`src/rtl/uart_tx_engine.sv`:
```
// uart_tx_engine: UART transmitter with a valid/ready payload interface.
// Frame: start bit (0), DATA_BITS data bits LSB first, optional parity bit,
// and STOP_BITS stop bits (1). Every bit is held for CLKS_PER_BIT clocks.
// All outputs, including the serial line, come straight from registers.
// Optional feature: define UART_TX_PARITY_EN to compile in the parity bit
// (even parity, or odd parity when PARITY_ODD=1).
module uart_tx_engine #(
  parameter int DATA_BITS    = 8,
  parameter int CLKS_PER_BIT = 16,
  parameter int STOP_BITS    = 1,
  parameter int PARITY_ODD   = 0
) (
  input  logic                 clk,
  input  logic                 reset,
  input  logic [DATA_BITS-1:0] i_tx_data,
  input  logic                 i_tx_valid,
  output logic                 o_tx_ready,
  output logic                 o_tx_data,
  output logic                 o_tx_busy,
  output logic                 o_tx_done
);

  localparam int CNT_W = (CLKS_PER_BIT > 1) ? $clog2(CLKS_PER_BIT) : 1;
  localparam int IDX_W = $clog2(DATA_BITS);

  localparam logic [CNT_W-1:0] CNT_LAST  = CNT_W'(CLKS_PER_BIT - 1);
  localparam logic [IDX_W-1:0] IDX_LAST  = IDX_W'(DATA_BITS - 1);
  localparam logic             STOP_LAST = 1'(STOP_BITS - 1);

  // Reject parameter values outside the supported ranges at elaboration.
  if (DATA_BITS < 5 || DATA_BITS > 9 ||
      CLKS_PER_BIT < 2 || CLKS_PER_BIT > 65535 ||
      (STOP_BITS != 1 && STOP_BITS != 2) ||
      (PARITY_ODD != 0 && PARITY_ODD != 1)) begin : g_param_check
    $error("uart_tx_engine: illegal parameter value");
  end

  typedef enum logic [2:0] {
    IDLE   = 3'd0,
    START  = 3'd1,
    DATA   = 3'd2,
    PARITY = 3'd3,
    STOP   = 3'd4
  } state_t;

  state_t               state;
  logic [CNT_W-1:0]     baud_cnt;
  logic [IDX_W-1:0]     bit_idx;
  logic [DATA_BITS-1:0] shift_reg;
  logic                 stop_idx;
  logic                 bit_end;
`ifdef UART_TX_PARITY_EN
  logic                 parity_bit;
`endif

  // Last clock of the current bit period.
  always_comb begin
    bit_end = (baud_cnt == CNT_LAST);
  end

  // Frame sequencer: state, baud counter, bit index, shift register and
  // every registered output are updated together here.
  always_ff @(posedge clk or negedge reset) begin
    if (!reset) begin
      state      <= IDLE;
      baud_cnt   <= '0;
      bit_idx    <= '0;
      shift_reg  <= '0;
      stop_idx   <= 1'b0;
`ifdef UART_TX_PARITY_EN
      parity_bit <= 1'b0;
`endif
      o_tx_data  <= 1'b1;
      o_tx_ready <= 1'b1;
      o_tx_busy  <= 1'b0;
      o_tx_done  <= 1'b0;
    end else begin
      o_tx_done <= 1'b0;
      case (state)
        IDLE: begin
          o_tx_data  <= 1'b1;
          o_tx_ready <= 1'b1;
          o_tx_busy  <= 1'b0;
          baud_cnt   <= '0;
          bit_idx    <= '0;
          stop_idx   <= 1'b0;
          if (i_tx_valid && o_tx_ready) begin
            shift_reg  <= i_tx_data;
`ifdef UART_TX_PARITY_EN
            parity_bit <= (^i_tx_data) ^ (PARITY_ODD != 0);
`endif
            state      <= START;
            o_tx_data  <= 1'b0;
            o_tx_ready <= 1'b0;
            o_tx_busy  <= 1'b1;
          end
        end

        START: begin
          if (bit_end) begin
            baud_cnt  <= '0;
            state     <= DATA;
            o_tx_data <= shift_reg[0];
          end else begin
            baud_cnt <= baud_cnt + 1'b1;
          end
        end

        // The line is loaded one bit ahead: on a boundary it takes
        // shift_reg[1], which becomes shift_reg[0] after the shift.
        DATA: begin
          if (bit_end) begin
            baud_cnt <= '0;
            if (bit_idx == IDX_LAST) begin
`ifdef UART_TX_PARITY_EN
              state     <= PARITY;
              o_tx_data <= parity_bit;
`else
              state     <= STOP;
              o_tx_data <= 1'b1;
`endif
            end else begin
              bit_idx   <= bit_idx + 1'b1;
              shift_reg <= {1'b0, shift_reg[DATA_BITS-1:1]};
              o_tx_data <= shift_reg[1];
            end
          end else begin
            baud_cnt <= baud_cnt + 1'b1;
          end
        end

`ifdef UART_TX_PARITY_EN
        PARITY: begin
          if (bit_end) begin
            baud_cnt  <= '0;
            state     <= STOP;
            o_tx_data <= 1'b1;
          end else begin
            baud_cnt <= baud_cnt + 1'b1;
          end
        end
`endif

        STOP: begin
          o_tx_data <= 1'b1;
          if (bit_end) begin
            baud_cnt <= '0;
            if (stop_idx == STOP_LAST) begin
              state      <= IDLE;
              stop_idx   <= 1'b0;
              o_tx_done  <= 1'b1;
              o_tx_ready <= 1'b1;
              o_tx_busy  <= 1'b0;
            end else begin
              stop_idx <= 1'b1;
            end
          end else begin
            baud_cnt <= baud_cnt + 1'b1;
          end
        end

        default: begin
          state      <= IDLE;
          baud_cnt   <= '0;
          bit_idx    <= '0;
          stop_idx   <= 1'b0;
          o_tx_data  <= 1'b1;
          o_tx_ready <= 1'b1;
          o_tx_busy  <= 1'b0;
        end
      endcase
    end
  end

endmodule

```
`config.mk`:
```
export PLATFORM = sky130hd
export DESIGN_NAME = uart_tx_engine
export DESIGN_NICKNAME = d
export VERILOG_FILES = /design/src/rtl/uart_tx_engine.sv
export SDC_FILE = /design/constraint.sdc
export NUM_CORES = 1
export LEC_CHECK = 0
export ABC_AREA = 1
export CAP_MARGIN = 20
export CORE_ASPECT_RATIO = 1.4
export CORE_MARGIN = 2
export CORE_UTILIZATION = 34
export CTS_CLUSTER_DIAMETER = 100
export DETAILED_ROUTE_END_ITERATION = 10
export GPL_TIMING_DRIVEN = 1
export RECOVER_POWER = 100
export SLEW_MARGIN = 20
export SYNTH_ARGS = -nofsm -noshare
export SYNTH_HDL_FRONTEND = slang
export SYNTH_SLANG_ARGS = --single-unit
```
`constraint.sdc`:
```
create_clock -name clk -period 1.9 [get_ports clk]
set_input_delay 0.38 -clock clk [delete_from_list [all_inputs] [get_ports clk]]
set_output_delay 0.38 -clock clk [all_outputs]
set_load 0.05 [all_outputs]
```
======== Yosys cells after proc, flatten, opt, wreduce, memory -nomap -nowiden ========
Index checks and enable logic that the tools add are counted.
W data, S select, Z words.
word-level totals
  logic and storage cells ................. 71
  memories ................................ 0
  output and inout bits ................... 4
  memory bits (writable) .................. 0
  bits in read-only memories .............. 0
  input bits .............................. 11
  bits in latches ......................... 0
  register bits after elaboration ......... 23
cells by class
  multipliers ............................. 0
  div/mod/pow operators ................... 0
  muxes and demuxes ....................... 34
  equality and inequality tests ........... 12
  magnitude comparators ................... 0
  add/subtract/negate cells ............... 2
  reduce and logical (&&, ||, !) cells .... 12
  shifts and indexed selects .............. 0
  bitwise logic cells ..................... 2
operator list
  cell                   count
  $mux W3                8
  $mux W8                3
  $pmux W8 S2            1
  $mux W1                14
  $ne A2 B2 Y1 const B   7
  $pmux W3 S4            1
  $pmux W1 S3            3
  $mux W4                2
  $eq A3 B3 Y1 const B   2
  $pmux W3 S2            1
  $reduce_and A3 Y1      2
  $reduce_and A6 Y1      1
  $add A4 B1 Y4 const B  1
  $eq A4 B4 Y1 const B   1
  $reduce_and A2 Y1      2
  $reduce_and A4 Y1      1
  $reduce_or A2 Y1       2
  $add A3 B1 Y3 const B  1
  $eq A3 B1 Y1 const B   1
  $eq A3 B2 Y1 const B   1
  $logic_not A3 Y1       1
  $reduce_or A3 Y1       1
  $not A1 Y1             2
  $pmux W1 S2            1
  other kinds (2)        2

======== Logic depth before layout (Yosys ltp) ========
  word-level depth ........................ 4
  depth in mapped cells ................... 9
  depth with buffers taken out ............ 9

======== Worst setup path before layout ========
Ideal clock, no wire load.
  path type ............................... flip-flop to flip-flop
  start ................................... register bit_idx[0]
  end ..................................... register shift_reg[7]
  stages on the path, launching flop included .. 9
  data arrival time ....................... 1.251 ns
  setup slack ............................. 0.532 ns
  data required time ...................... 1.783 ns
  path through ............................ dfrtp_1 -> ha_1 -> ha_1 -> inv_1 -> nand3_2 -> nand2_4 -> nand2_4 -> nand2_1 -> o21ai_2
on the way
  cells in the longest elaborated chain, start to end .. 3
ends and longest elaborated chain
  element                             RTL line  source
  start, declared                     48        logic [IDX_W-1:0] bit_idx;
  start signal, assigned              123       bit_idx <= bit_idx + 1'b1;
  $eq A3 B3 Y1                        114       if (bit_idx == IDX_LAST) begin
  $ne A2 B2 Y1 (no source line)       --
  $reduce_and A4 Y1 (no source line)  --
  end signal, assigned                88        shift_reg <= i_tx_data;
  end signal, assigned                124       shift_reg <= {1'b0, shift_reg[DATA_BITS-1:1]};
  end, declared                       49        logic [DATA_BITS-1:0] shift_reg;
No other way between the ends.
A chain may end at the register's enable or synchronous reset.

======== Worst setup path in the final report ========
  start ................................... register o_tx_done
  end ..................................... output o_tx_done
RTL lines
  element                 RTL line  source
  start, declared         20        output logic o_tx_done
  start signal, assigned  76        o_tx_done <= 1'b0;
  start signal, assigned  78        o_tx_done <= 1'b0;
  start signal, assigned  151       o_tx_done <= 1'b1;
No word-level cell between the ends.

==> results.md <==
* Peak VDD IR at between 0.3 and 0.4 mV
* Clock Tree Root: clkbuf_8
* Gpl congestion at 0.818
* DIE AREA at roughly 0.0041 mm²
* Slew margin rel. at 0.177
* Largest net degree at the start of global routing at 24
* DR DRC count at 0
* Initial core utilization at 0.359
* Top FF cell, synth: dfrtp_1
* Ant diodes at 0
* Syn Inst Count at around 150
* Cell breakdown of the critical path: dlygate4sd3_1
* CP max stage delay at ~860 ps
* Worst-path clk slew at around 80 ps
* Via count at just under 1,000
* Chip width at ~55 µm
* Mean Syn Cell Area at about 8 µm²
* Top-Level Pins at 15
* Cts-stage hold buffer count at 0
* CTS Sinks at 23
* P_leak at roughly 0.00074 µW
* # Max-Cap Violations at 0
* Syn. warnings at 0
* Most area-consuming cells after synthesis: dfrtp_1, nand2_1, nand3_1, dfstp_2, inv_1
* Status: finished, final reports clean
* Slew Limit Fails at 0
* Max FFs per register at 8
* CTS Buf Count at 3
* Post-CTS Setup Bufs at 0
* HP Class: flip-flop to flip-flop
* Core area at between 0.003 and 0.004 mm²
* Clock period minus worst slack at roughly 1800 ps
* IO Port Bufs at 14
* Via-per-instance ratio at approximately 4.7
* Worst Setup End Kind: output port
* Fin nets at 185
* First-pass GRT wire length at between 4000 and 5000 µm
* Initial antenna violation count at 0
* Post-route setup TNS at 0 ps
* Total Routing Usage GR at 0.139
* EDFF count, synth at 0
* CP Max Fanout at 1
* Global route overflow at 0
* Synth-to-Final Area Change at 13.4%
* Final hold violations at 0
* HPWL after detailed placement at between 1500 and 2000 µm
* Worst setup path category: flip-flop to output port
* DRT iter0 DRCs at 32
* Reg2reg setup slack at 190 ps
* Vias in the first global route at between 1,000 and 1,500
* Crit path max-delay cell type: dlygate4sd3_1
* Pre-antenna DRT Iters at 4
* Post-synth ARST share at 1.00
* Final Power at 826 µW
* Layout cells sized above 1 at 0.100
* RSZ-0062 raised after global routing: no
* Drt wl/cell at about 11 µm
* Skew-Pair Late Insertion Delay at between 200 and 300 ps
* Post-CTS resize count at 0
* Commonest cells in the netlist: nand2_1, dfrtp_1, inv_1
* Post-synthesis sequential area ratio at 0.468
* Row count at 25
* Clock Path Buffers at 2
* CTS H-tree depth at 1
* Crit path DAT at 1450 ps
* Yosys top cell area share at 0.425
* CTS tree: built
* Antenna Nets Post-Route at 0
* Synth area leader: dfrtp_1
* Count of cell types in the netlist at 23
* Seq cells post-synth at 23
* Most common cell in the netlist: nand2_1
* Startpoint types: flip-flop
* Final setup viols at 0
* Worst Path Buf+Inv at 1
* Synthesized Nets at around 170
* Final Cycle Share at 0.962
* FMAX at between 0.5 and 0.6 GHz
* Mapped cell area at about 0.0012 mm²
* Die Y at roughly 75 µm
* Worst path required time at around 1500 ps
* DRT Wirelength at 2350 µm
* Slew @ Worst Pin at around 1200 ps
* Fin Clk Skew at roughly 4 ps
* Delay-heaviest family, CP: buffers and inverters
* Pwr/cell area at roughly 590 mW/mm²
-- metrics by stage --
step | std cells | cell area, µm² | worst slack (ps) | hold slack (ps) | utilization
3_5_place_dp | 206 | 1410 | 315 | 460 | 0.409
6_report | 210 | 1400 | 71.4 | 472 | 0.407
5_1_grt | 210 | 1400 | 29.5 | 507 | 0.407
3_3_place_gp | 206 | 1410 | 340 | 455 | 0.409
2_1_floorplan | 153 | 1240 | 532 | 84.4 | -
4_1_cts | 210 | 1450 | 92.9 | 473 | 0.422
-- cell type report --
class                   count  area [µm²]
clock buffers               4        45.0
fillers                   383        2040
inverters                  18        70.1
multi-input cells         110         527
flip-flops and latches     23         578
well taps                  40        50.0
repair buffers             15         131
-- path summary, 6_finish.rpt --
check	from	to	cells past startpoint
worst max-delay path	o_tx_done	o_tx_done	1
worst min-delay path	stop_idx	stop_idx	2
worst max register to register	bit_idx[0]	shift_reg[7]	8
worst min register to register	stop_idx	stop_idx	2
max in group asynchronous	reset	shift_reg[1]	2
min in group asynchronous	reset	baud_cnt[2]	2
-- routing by layer --
| metal | vias to the layer above | global-route usage | part of all wire |
|---|---|---|---|
| met2 | 14 | 0.251 | 0.53 |
| met4 | 0 | 0.0678 | 0.029 |
| met3 | 6 | 0.0196 | 0.023 |
| met1 | 449 | 0.156 | 0.42 |
| li1 | 514 | - | - |
| met5 | - | 0 | 0 |
-- power by group --
part           leakage (µW)  switching (µW)  internal [µW]
clock network     0.0000228             157            150
logic              0.000427            12.1           18.1
registers          0.000294               0            489
-- cell usage in the layout (no fill, tap or decap) --
master and instances:
a21oi_1 4, clkbuf_1 4, clkbuf_8 3, clkdlybuf4s50_1 11
dfrtp_1 21, dfstp_2 2, dlygate4sd3_1 1, ha_1 3
inv_1 14, inv_2 3, inv_4 1, nand2_1 63
nand2_2 2, nand2_4 1, nand3_1 12, nand3_2 2
nand3_4 1, nand3b_1 1, nand4_1 2, nor2_1 7
nor2_2 2, o21a_1 1, o21ai_0 7, o21ai_1 2
-- kinds of logic (layout without fill, tap and decap cells) --
family	count (synthesis)	after routing	synth area share
DFF	23	23	0.468
buffers and inverters	20	37	0.0749
and+or+nand+nor	93	93	0.362
AOI/OAI and AO/OA	14	14	0.0648
adders and majority gates	3	3	0.0304
No activity file was read; power rests on OpenSTA's default activity.
